--- src/rtl/cb_pkg.sv ---
// Shared definitions for the code-block dispatch path: FSM encoding and
// code-block byte lengths, also used by the segmentation size computation.
package cb_pkg;

  localparam int unsigned K_PLUS_BYTES  = 768;
  localparam int unsigned K_MINUS_BYTES = 760;
  localparam int unsigned CNT_W         = 13;

  typedef enum logic [1:0] {
    IDLE,
    ARB,
    STREAM
  } state_e;

endpackage

--- src/rtl/cb_dispatch_if.sv ---
// Segmented byte stream in, broadcast lane bus out, plus status pulses.
interface cb_dispatch_if #(
  parameter int unsigned NUM_LANES = 2
);

  logic                 in_valid;
  logic                 in_ready;
  logic [7:0]           in_data;
  logic                 in_start;
  logic                 in_size;
  logic                 in_fill;
  logic                 in_crc;
  logic [NUM_LANES-1:0] lane_ready;
  logic [NUM_LANES-1:0] lane_valid;
  logic [7:0]           lane_data;
  logic                 lane_start;
  logic                 lane_last;
  logic                 lane_fill;
  logic                 lane_crc;
  logic                 lane_size;
  logic                 lane_abort;
  logic                 err_frame;
  logic [15:0]          blk_cnt;

  modport master (
    output in_valid, in_data, in_start, in_size, in_fill, in_crc, lane_ready,
    input  in_ready, lane_valid, lane_data, lane_start, lane_last, lane_fill,
           lane_crc, lane_size, lane_abort, err_frame, blk_cnt
  );

  modport slave (
    input  in_valid, in_data, in_start, in_size, in_fill, in_crc, lane_ready,
    output in_ready, lane_valid, lane_data, lane_start, lane_last, lane_fill,
           lane_crc, lane_size, lane_abort, err_frame, blk_cnt
  );

endinterface

--- src/rtl/rr_arbiter.sv ---
// Combinational round-robin picker: first requester after ptr, wrapping.
module rr_arbiter #(
  parameter  int unsigned N  = 2,
  localparam int unsigned IW = (N > 1) ? $clog2(N) : 1
) (
  input  logic [N-1:0]  req,
  input  logic [IW-1:0] ptr,
  output logic          gnt_valid,
  output logic [IW-1:0] gnt_idx,
  output logic [N-1:0]  gnt_oh
);

  int unsigned   idx;
  logic [IW-1:0] sel;

  always_comb begin
    gnt_valid = 1'b0;
    gnt_idx   = '0;
    gnt_oh    = '0;
    idx       = 0;
    sel       = '0;
    for (int unsigned k = 1; k <= N; k++) begin
      idx = (32'(ptr) + k) % N;
      sel = IW'(idx);
      if (!gnt_valid && req[sel]) begin
        gnt_valid   = 1'b1;
        gnt_idx     = sel;
        gnt_oh[sel] = 1'b1;
      end
    end
  end

endmodule

--- src/rtl/cb_dispatch.sv ---
// Assigns each whole code block to one ready lane (round-robin) and streams
// its bytes with backpressure, flagging missing or mid-block starts.
module cb_dispatch #(
  parameter int unsigned NUM_LANES     = 2,
  parameter int unsigned K_PLUS_BYTES  = cb_pkg::K_PLUS_BYTES,
  parameter int unsigned K_MINUS_BYTES = cb_pkg::K_MINUS_BYTES,
  parameter int unsigned CNT_W         = cb_pkg::CNT_W
) (
  input logic          clk,
  input logic          reset,
  cb_dispatch_if.slave bus
);

  import cb_pkg::*;

  localparam int unsigned GW = (NUM_LANES > 1) ? $clog2(NUM_LANES) : 1;

  state_e               state_q, state_d;
  logic [GW-1:0]        grant_q, grant_d;
  logic [NUM_LANES-1:0] grant_oh_q, grant_oh_d;
  logic [GW-1:0]        rr_ptr_q, rr_ptr_d;
  logic [CNT_W-1:0]     cnt_q, cnt_d;
  logic [CNT_W-1:0]     len_q, len_d;
  logic                 size_q, size_d;
  logic [15:0]          blk_cnt_q, blk_cnt_d;

  logic                 arb_valid;
  logic [GW-1:0]        arb_idx;
  logic [NUM_LANES-1:0] arb_oh;

  logic                 abort, xfer, is_last;

  rr_arbiter #(.N(NUM_LANES)) u_arb (
    .req       (bus.lane_ready),
    .ptr       (rr_ptr_q),
    .gnt_valid (arb_valid),
    .gnt_idx   (arb_idx),
    .gnt_oh    (arb_oh)
  );

  // A start on a non-first byte wins over transfer, whatever the lane's ready.
  always_comb begin
    abort   = (state_q == STREAM) && bus.in_valid && bus.in_start && (cnt_q != '0);
    xfer    = (state_q == STREAM) && !abort && bus.in_valid && bus.lane_ready[grant_q];
    is_last = (cnt_q == (len_q - CNT_W'(1)));
  end

  always_ff @(posedge clk or negedge reset) begin
    if (!reset) begin
      state_q    <= IDLE;
      grant_q    <= '0;
      grant_oh_q <= '0;
      rr_ptr_q   <= GW'(NUM_LANES - 1);
      cnt_q      <= '0;
      len_q      <= '0;
      size_q     <= 1'b0;
      blk_cnt_q  <= '0;
    end else begin
      state_q    <= state_d;
      grant_q    <= grant_d;
      grant_oh_q <= grant_oh_d;
      rr_ptr_q   <= rr_ptr_d;
      cnt_q      <= cnt_d;
      len_q      <= len_d;
      size_q     <= size_d;
      blk_cnt_q  <= blk_cnt_d;
    end
  end

  always_comb begin
    state_d    = state_q;
    grant_d    = grant_q;
    grant_oh_d = grant_oh_q;
    rr_ptr_d   = rr_ptr_q;
    cnt_d      = cnt_q;
    len_d      = len_q;
    size_d     = size_q;
    blk_cnt_d  = blk_cnt_q;
    unique case (state_q)
      IDLE: begin
        if (bus.in_valid && bus.in_start) begin
          len_d   = bus.in_size ? CNT_W'(K_PLUS_BYTES) : CNT_W'(K_MINUS_BYTES);
          size_d  = bus.in_size;
          state_d = ARB;
        end
      end
      ARB: begin
        if (arb_valid) begin
          grant_d    = arb_idx;
          grant_oh_d = arb_oh;
          rr_ptr_d   = arb_idx;
          cnt_d      = '0;
          state_d    = STREAM;
        end
      end
      STREAM: begin
        if (abort) begin
          state_d = IDLE;
        end else if (xfer) begin
          if (is_last) begin
            cnt_d     = '0;
            blk_cnt_d = blk_cnt_q + 16'd1;
            state_d   = IDLE;
          end else begin
            cnt_d = cnt_q + CNT_W'(1);
          end
        end
      end
      default: state_d = IDLE;
    endcase
  end

  always_comb begin
    bus.in_ready   = 1'b0;
    bus.lane_valid = '0;
    bus.lane_data  = '0;
    bus.lane_start = 1'b0;
    bus.lane_last  = 1'b0;
    bus.lane_fill  = 1'b0;
    bus.lane_crc   = 1'b0;
    bus.lane_size  = size_q;
    bus.lane_abort = 1'b0;
    bus.err_frame  = 1'b0;
    bus.blk_cnt    = blk_cnt_q;
    unique case (state_q)
      IDLE: begin
        bus.in_ready  = bus.in_valid && !bus.in_start;
        bus.err_frame = bus.in_valid && !bus.in_start;
      end
      ARB: ;
      STREAM: begin
        if (abort) begin
          bus.lane_abort = 1'b1;
          bus.err_frame  = 1'b1;
        end else begin
          bus.in_ready   = bus.lane_ready[grant_q];
          bus.lane_valid = xfer ? grant_oh_q : '0;
          bus.lane_data  = bus.in_data;
          bus.lane_fill  = bus.in_fill;
          bus.lane_crc   = bus.in_crc;
          bus.lane_start = xfer && (cnt_q == '0);
          bus.lane_last  = xfer && is_last;
        end
      end
      default: ;
    endcase
    // Combinational outputs are forced low while reset is held, not just after it.
    if (!reset) begin
      bus.in_ready   = 1'b0;
      bus.lane_valid = '0;
      bus.lane_data  = '0;
      bus.lane_start = 1'b0;
      bus.lane_last  = 1'b0;
      bus.lane_fill  = 1'b0;
      bus.lane_crc   = 1'b0;
      bus.lane_size  = 1'b0;
      bus.lane_abort = 1'b0;
      bus.err_frame  = 1'b0;
      bus.blk_cnt    = '0;
    end
  end

endmodule

--- src/flat_wrapper.sv ---
// flat-port wrapper written by rule: the top's interface ports become plain ports
module cb_dispatch_flat import cb_pkg::*;
#(
  parameter int unsigned NUM_LANES     = 2,
  parameter int unsigned K_PLUS_BYTES  = cb_pkg::K_PLUS_BYTES,
  parameter int unsigned K_MINUS_BYTES = cb_pkg::K_MINUS_BYTES,
  parameter int unsigned CNT_W         = cb_pkg::CNT_W
)
  (clk, reset, bus_in_valid, bus_in_data, bus_in_start, bus_in_size, bus_in_fill, bus_in_crc, bus_lane_ready, bus_in_ready, bus_lane_valid, bus_lane_data, bus_lane_start, bus_lane_last, bus_lane_fill, bus_lane_crc, bus_lane_size, bus_lane_abort, bus_err_frame, bus_blk_cnt);
  cb_dispatch_if #(.NUM_LANES(NUM_LANES)) bus_i ();
  input logic clk;
  input logic reset;
  input wire logic [$bits(bus_i.in_valid)-1:0] bus_in_valid;
  input wire logic [$bits(bus_i.in_data)-1:0] bus_in_data;
  input wire logic [$bits(bus_i.in_start)-1:0] bus_in_start;
  input wire logic [$bits(bus_i.in_size)-1:0] bus_in_size;
  input wire logic [$bits(bus_i.in_fill)-1:0] bus_in_fill;
  input wire logic [$bits(bus_i.in_crc)-1:0] bus_in_crc;
  input wire logic [$bits(bus_i.lane_ready)-1:0] bus_lane_ready;
  output wire logic [$bits(bus_i.in_ready)-1:0] bus_in_ready;
  output wire logic [$bits(bus_i.lane_valid)-1:0] bus_lane_valid;
  output wire logic [$bits(bus_i.lane_data)-1:0] bus_lane_data;
  output wire logic [$bits(bus_i.lane_start)-1:0] bus_lane_start;
  output wire logic [$bits(bus_i.lane_last)-1:0] bus_lane_last;
  output wire logic [$bits(bus_i.lane_fill)-1:0] bus_lane_fill;
  output wire logic [$bits(bus_i.lane_crc)-1:0] bus_lane_crc;
  output wire logic [$bits(bus_i.lane_size)-1:0] bus_lane_size;
  output wire logic [$bits(bus_i.lane_abort)-1:0] bus_lane_abort;
  output wire logic [$bits(bus_i.err_frame)-1:0] bus_err_frame;
  output wire logic [$bits(bus_i.blk_cnt)-1:0] bus_blk_cnt;
  assign bus_i.in_valid = bus_in_valid;
  assign bus_i.in_data = bus_in_data;
  assign bus_i.in_start = bus_in_start;
  assign bus_i.in_size = bus_in_size;
  assign bus_i.in_fill = bus_in_fill;
  assign bus_i.in_crc = bus_in_crc;
  assign bus_i.lane_ready = bus_lane_ready;
  assign bus_in_ready = bus_i.in_ready;
  assign bus_lane_valid = bus_i.lane_valid;
  assign bus_lane_data = bus_i.lane_data;
  assign bus_lane_start = bus_i.lane_start;
  assign bus_lane_last = bus_i.lane_last;
  assign bus_lane_fill = bus_i.lane_fill;
  assign bus_lane_crc = bus_i.lane_crc;
  assign bus_lane_size = bus_i.lane_size;
  assign bus_lane_abort = bus_i.lane_abort;
  assign bus_err_frame = bus_i.err_frame;
  assign bus_blk_cnt = bus_i.blk_cnt;
  cb_dispatch #(.NUM_LANES(NUM_LANES), .K_PLUS_BYTES(K_PLUS_BYTES), .K_MINUS_BYTES(K_MINUS_BYTES), .CNT_W(CNT_W)) u_core (.clk(clk), .reset(reset), .bus(bus_i));
endmodule
--- config.mk ---
export PLATFORM = sky130hd
export DESIGN_NAME = cb_dispatch_flat
export DESIGN_NICKNAME = d
export VERILOG_FILES = /design/src/rtl/cb_pkg.sv /design/src/rtl/cb_dispatch_if.sv /design/src/rtl/rr_arbiter.sv /design/src/rtl/cb_dispatch.sv /design/src/flat_wrapper.sv
export SDC_FILE = /design/constraint.sdc
export NUM_CORES = 1
export LEC_CHECK = 0
export ABC_AREA = 1
export CAP_MARGIN = 20
export CORE_ASPECT_RATIO = 1.2
export CORE_UTILIZATION = 48
export CTS_CLUSTER_DIAMETER = 200
export DETAILED_ROUTE_END_ITERATION = 8
export PLACE_DENSITY = 0.77
export SLEW_MARGIN = 10
export SYNTH_ARGS = -nofsm -noshare
export SYNTH_HDL_FRONTEND = slang
export SYNTH_SLANG_ARGS = --single-unit
--- constraint.sdc ---
create_clock -name clk -period 1.7 [get_ports clk]
set_input_delay 0.425 -clock clk [delete_from_list [all_inputs] [get_ports clk]]
set_output_delay 0.425 -clock clk [all_outputs]
set_load 0.01 [all_outputs]
==> impl_metrics.tcl <==
set metrics [dict create \
    ant_nets 0 \
    finish.utilization_pct 79.9 \
    crit_family "simple AND/OR/NAND/NOR gates" \
    clk_latency_ns 0.30 \
    drc 0 \
    cp.arrival_ns 1.80 \
    slew_headroom_pct 74.3 \
    fin_nets 593 \
    htreeDepth 2 \
    cts_sinks 38 \
    vias 3407 \
    synth.area.top_cells "dfrtp_1 33%, nand2_1 20%, inv_1 8.1%" \
    synth.distinct_cells 38 \
    crit_chain "inv_2 > ha_4 > nand2_2 > nor2_2 > nand2_2 > nand2_4 > nand4_4 > nor3_2 > buf_2" \
    timing.hold.ws_ns 0.106 \
    antenna_found_initial 0 \
    syn-cell-area_um2 2820 \
    finalCriticalPeriod_ns 2.22 \
    place_area_um2 3930 \
    die_w_um 72.0 \
    cp_slowest_cell "dfrtp_1" \
    synth_common_cells "147 x nand2_1, 61 x inv_1, 53 x nor2_1, 37 x dfrtp_1, 28 x nand3_1" \
    postLayoutSetupSlackWorst_ns -0.523 \
    synth.avg_cell_area_um2 6.60 \
    area_delta_synth_final_pct 60.7 \
    yosysMostFrequentCell "nand2_1" \
    p_total_w 0.00407 \
    setup_violations 47 \
    end_kind "output port" \
    std_cell_rows 30 \
    maxCapViolCount 0 \
    slew_viol_final 0 \
    ys_seq_area_share_pct 33.8 \
    grt_max_degree 14 \
    overflow 0 \
    num_antenna_cells 0 \
    portBuffers 50 \
    crit_fanout 5 \
    first_iter_violations 205 \
    clockRootBuffer "clkbuf_8" \
    via_per_inst 5.23 \
    cts_buffers 5 \
    critPathMostFrequentCell "nand2_2" \
    grt_pass1_vias 3327 \
    clock_skew_ns 0.00359 \
    power.density_nw_per_um2 898 \
    slowest_delay_ns 0.40 \
    fillers 346 \
    synthArstFlopShare_pct 100 \
    firstDrtPassIters 5 \
    tightestPinTransition_ns 0.385 \
    violations "negative setup slack" \
    yosys_warnings 0 \
    synth_largest_area_cell "dfrtp_1" \
    cts.clk_slew.worst_paths_ns 0.08 \
    grt_first_pass_wirelength_um 15100 \
    leakage_nw 2.49 \
    place.gp.congestion 0.931 \
    clock_path_buffers 2 \
    outcome "finished, violations left" \
    rsz0062_at_grt "true" \
    cp-start-kind "flop" \
    cp.buffers_inverters 2 \
    avgRoutedWirePerCell_um 15.3 \
    synth_top_cell_area_share_pct 32.8 \
    syn_inst 427 \
    initial_core_util_pct 49.7 \
    cp.required_ns 1.27 \
    ys.flop_type "dfrtp_1" \
    drive_gt1_share_pct 38.1 \
    routed_wl_um 9990 \
    dieArea_um2 6180 \
    tritoncts "done" \
    ios 51 \
    stdcell_area_um2 4530 \
    fin_crit_sh_pct 131 \
    ys_ff_latch 38 \
    crit_type "flop to output port" \
    hold_violations 0 \
    hp-class "input pin to asynchronous set/reset pin" \
    dp_hpwl_um 6100 \
    hold_buffers 0 \
    synthesis.nets 449 \
    max_freq_mhz 450 \
    ir_drop_mv 0.617 \
    die_h_um 86.0 \
    synth_edf_count 0 \
    grt_use_total_pct 31.5 \
    core-area_um2 5670 \
]
## registers in the layout, summed over array words and instances (netlist names)
name	cells
u_core.blk_cnt_q	16
u_core.cnt_q	13
u_core.grant_oh_q	2
u_core.grant_q	1
u_core.len_q	3
u_core.rr_ptr_q	1
u_core.state_q	2
## report_power, final
group          total, W  internal, W  switching (W)
combinational   0.00204     0.000913        0.00113
sequential      0.00108      0.00101      0.0000712
clock          0.000954     0.000589       0.000365
total           0.00407      0.00251        0.00156
## cells in the final DEF, fill, tap and decap left out, types with 2 or more instances in the layout
cell type / instances
dlygate4sd2_1: 19
nor2_4: 6
nand3_2: 12
inv_1: 55
nand4_1: 12
o21ai_0: 5
nor2_2: 11
a21oi_2: 3
xor2_1: 9
buf_12: 5
xnor2_1: 7
nand3b_1: 3
buf_6: 9
dfrtp_1: 34
nand2_2: 22
clkdlybuf4s50_1: 13
nand2_4: 9
o21ai_1: 2
inv_2: 12
o21ai_2: 2
clkbuf_8: 5
nand3_1: 16
nor3_2: 4
ha_4: 4
buf_4: 81
nor3_1: 8
bufinv_16: 2
buf_2: 16
nor2_1: 41
dfrtp_2: 3
nand2_1: 122
## final timing paths
path | slack [ns] | cells after the start | start | end
worst max register to register | -0.43 | 14 | u_core.len_q[7] | u_core.blk_cnt_q[5]
max in group asynchronous | 1.09 | 4 | reset | u_core.cnt_q[1]
min in group clk | 0.52 | 2 | u_core.blk_cnt_q[14] | u_core.blk_cnt_q[14]
worst min register to register | 0.52 | 2 | u_core.blk_cnt_q[14] | u_core.blk_cnt_q[14]
worst max-delay path | -0.52 | 9 | u_core.cnt_q[0] | bus_lane_valid[1]
worst min-delay path | 0.11 | 2 | reset | u_core.blk_cnt_q[7]
## cell type report
class / instances / area (µm²) / share of cell area [%]
sequential: 38 / 956 / 21.1
timing repair buffer: 144 / 1200 / 26.5
inverter: 69 / 262 / 5.77
multi-input combinational: 313 / 1870 / 41.4
clock buffer: 5 / 68.8 / 1.52
clock inverter: 3 / 68.8 / 1.52
tap: 80 / 100 / 2.21
## metrics by stage
stage               worst slack [ns]  TNS, ns  cells
global placement              -0.882   -27.72    613
CTS                           -0.502   -16.10    648
detailed placement            -0.941   -30.87    613
global route                  -0.602   -21.26    652
floorplan                     -0.101    -1.44    427
finish                        -0.523   -17.61    652
## cell families after synthesis
| family | share of synthesized area [%] |
|---|---|
| AND/OR/NAND/NOR | 42.0 |
| adder cells (fa/ha/maj) | 2.22 |
| XOR/XNOR | 5.55 |
| AO/OA/AOI/OAI | 4.62 |
| flip-flops | 33.8 |
| buffers and inverters | 11.8 |
## layer usage
metal / share of wire, % / GRT usage [%] / vias to the layer above
li1: - / - / 1610
met1: 38 / 34.4 / 1626
met2: 54 / 58.1 / 129
met3: 3.8 / 4.47 / 42
met4: 4.4 / 16.8 / 0
met5: 0 / 0 / -
## what timing repair did
| item | CTS | global route |
|---|---|---|
| setup buffers | 24 | 8 |
| gates resized for setup | 142 | 42 |
| pin swaps | 25 | 29 |
| cloned | 4 | 0 |
| endpoints found under the setup margin | 64 | 47 |
(Power assumes the default switching activity.)
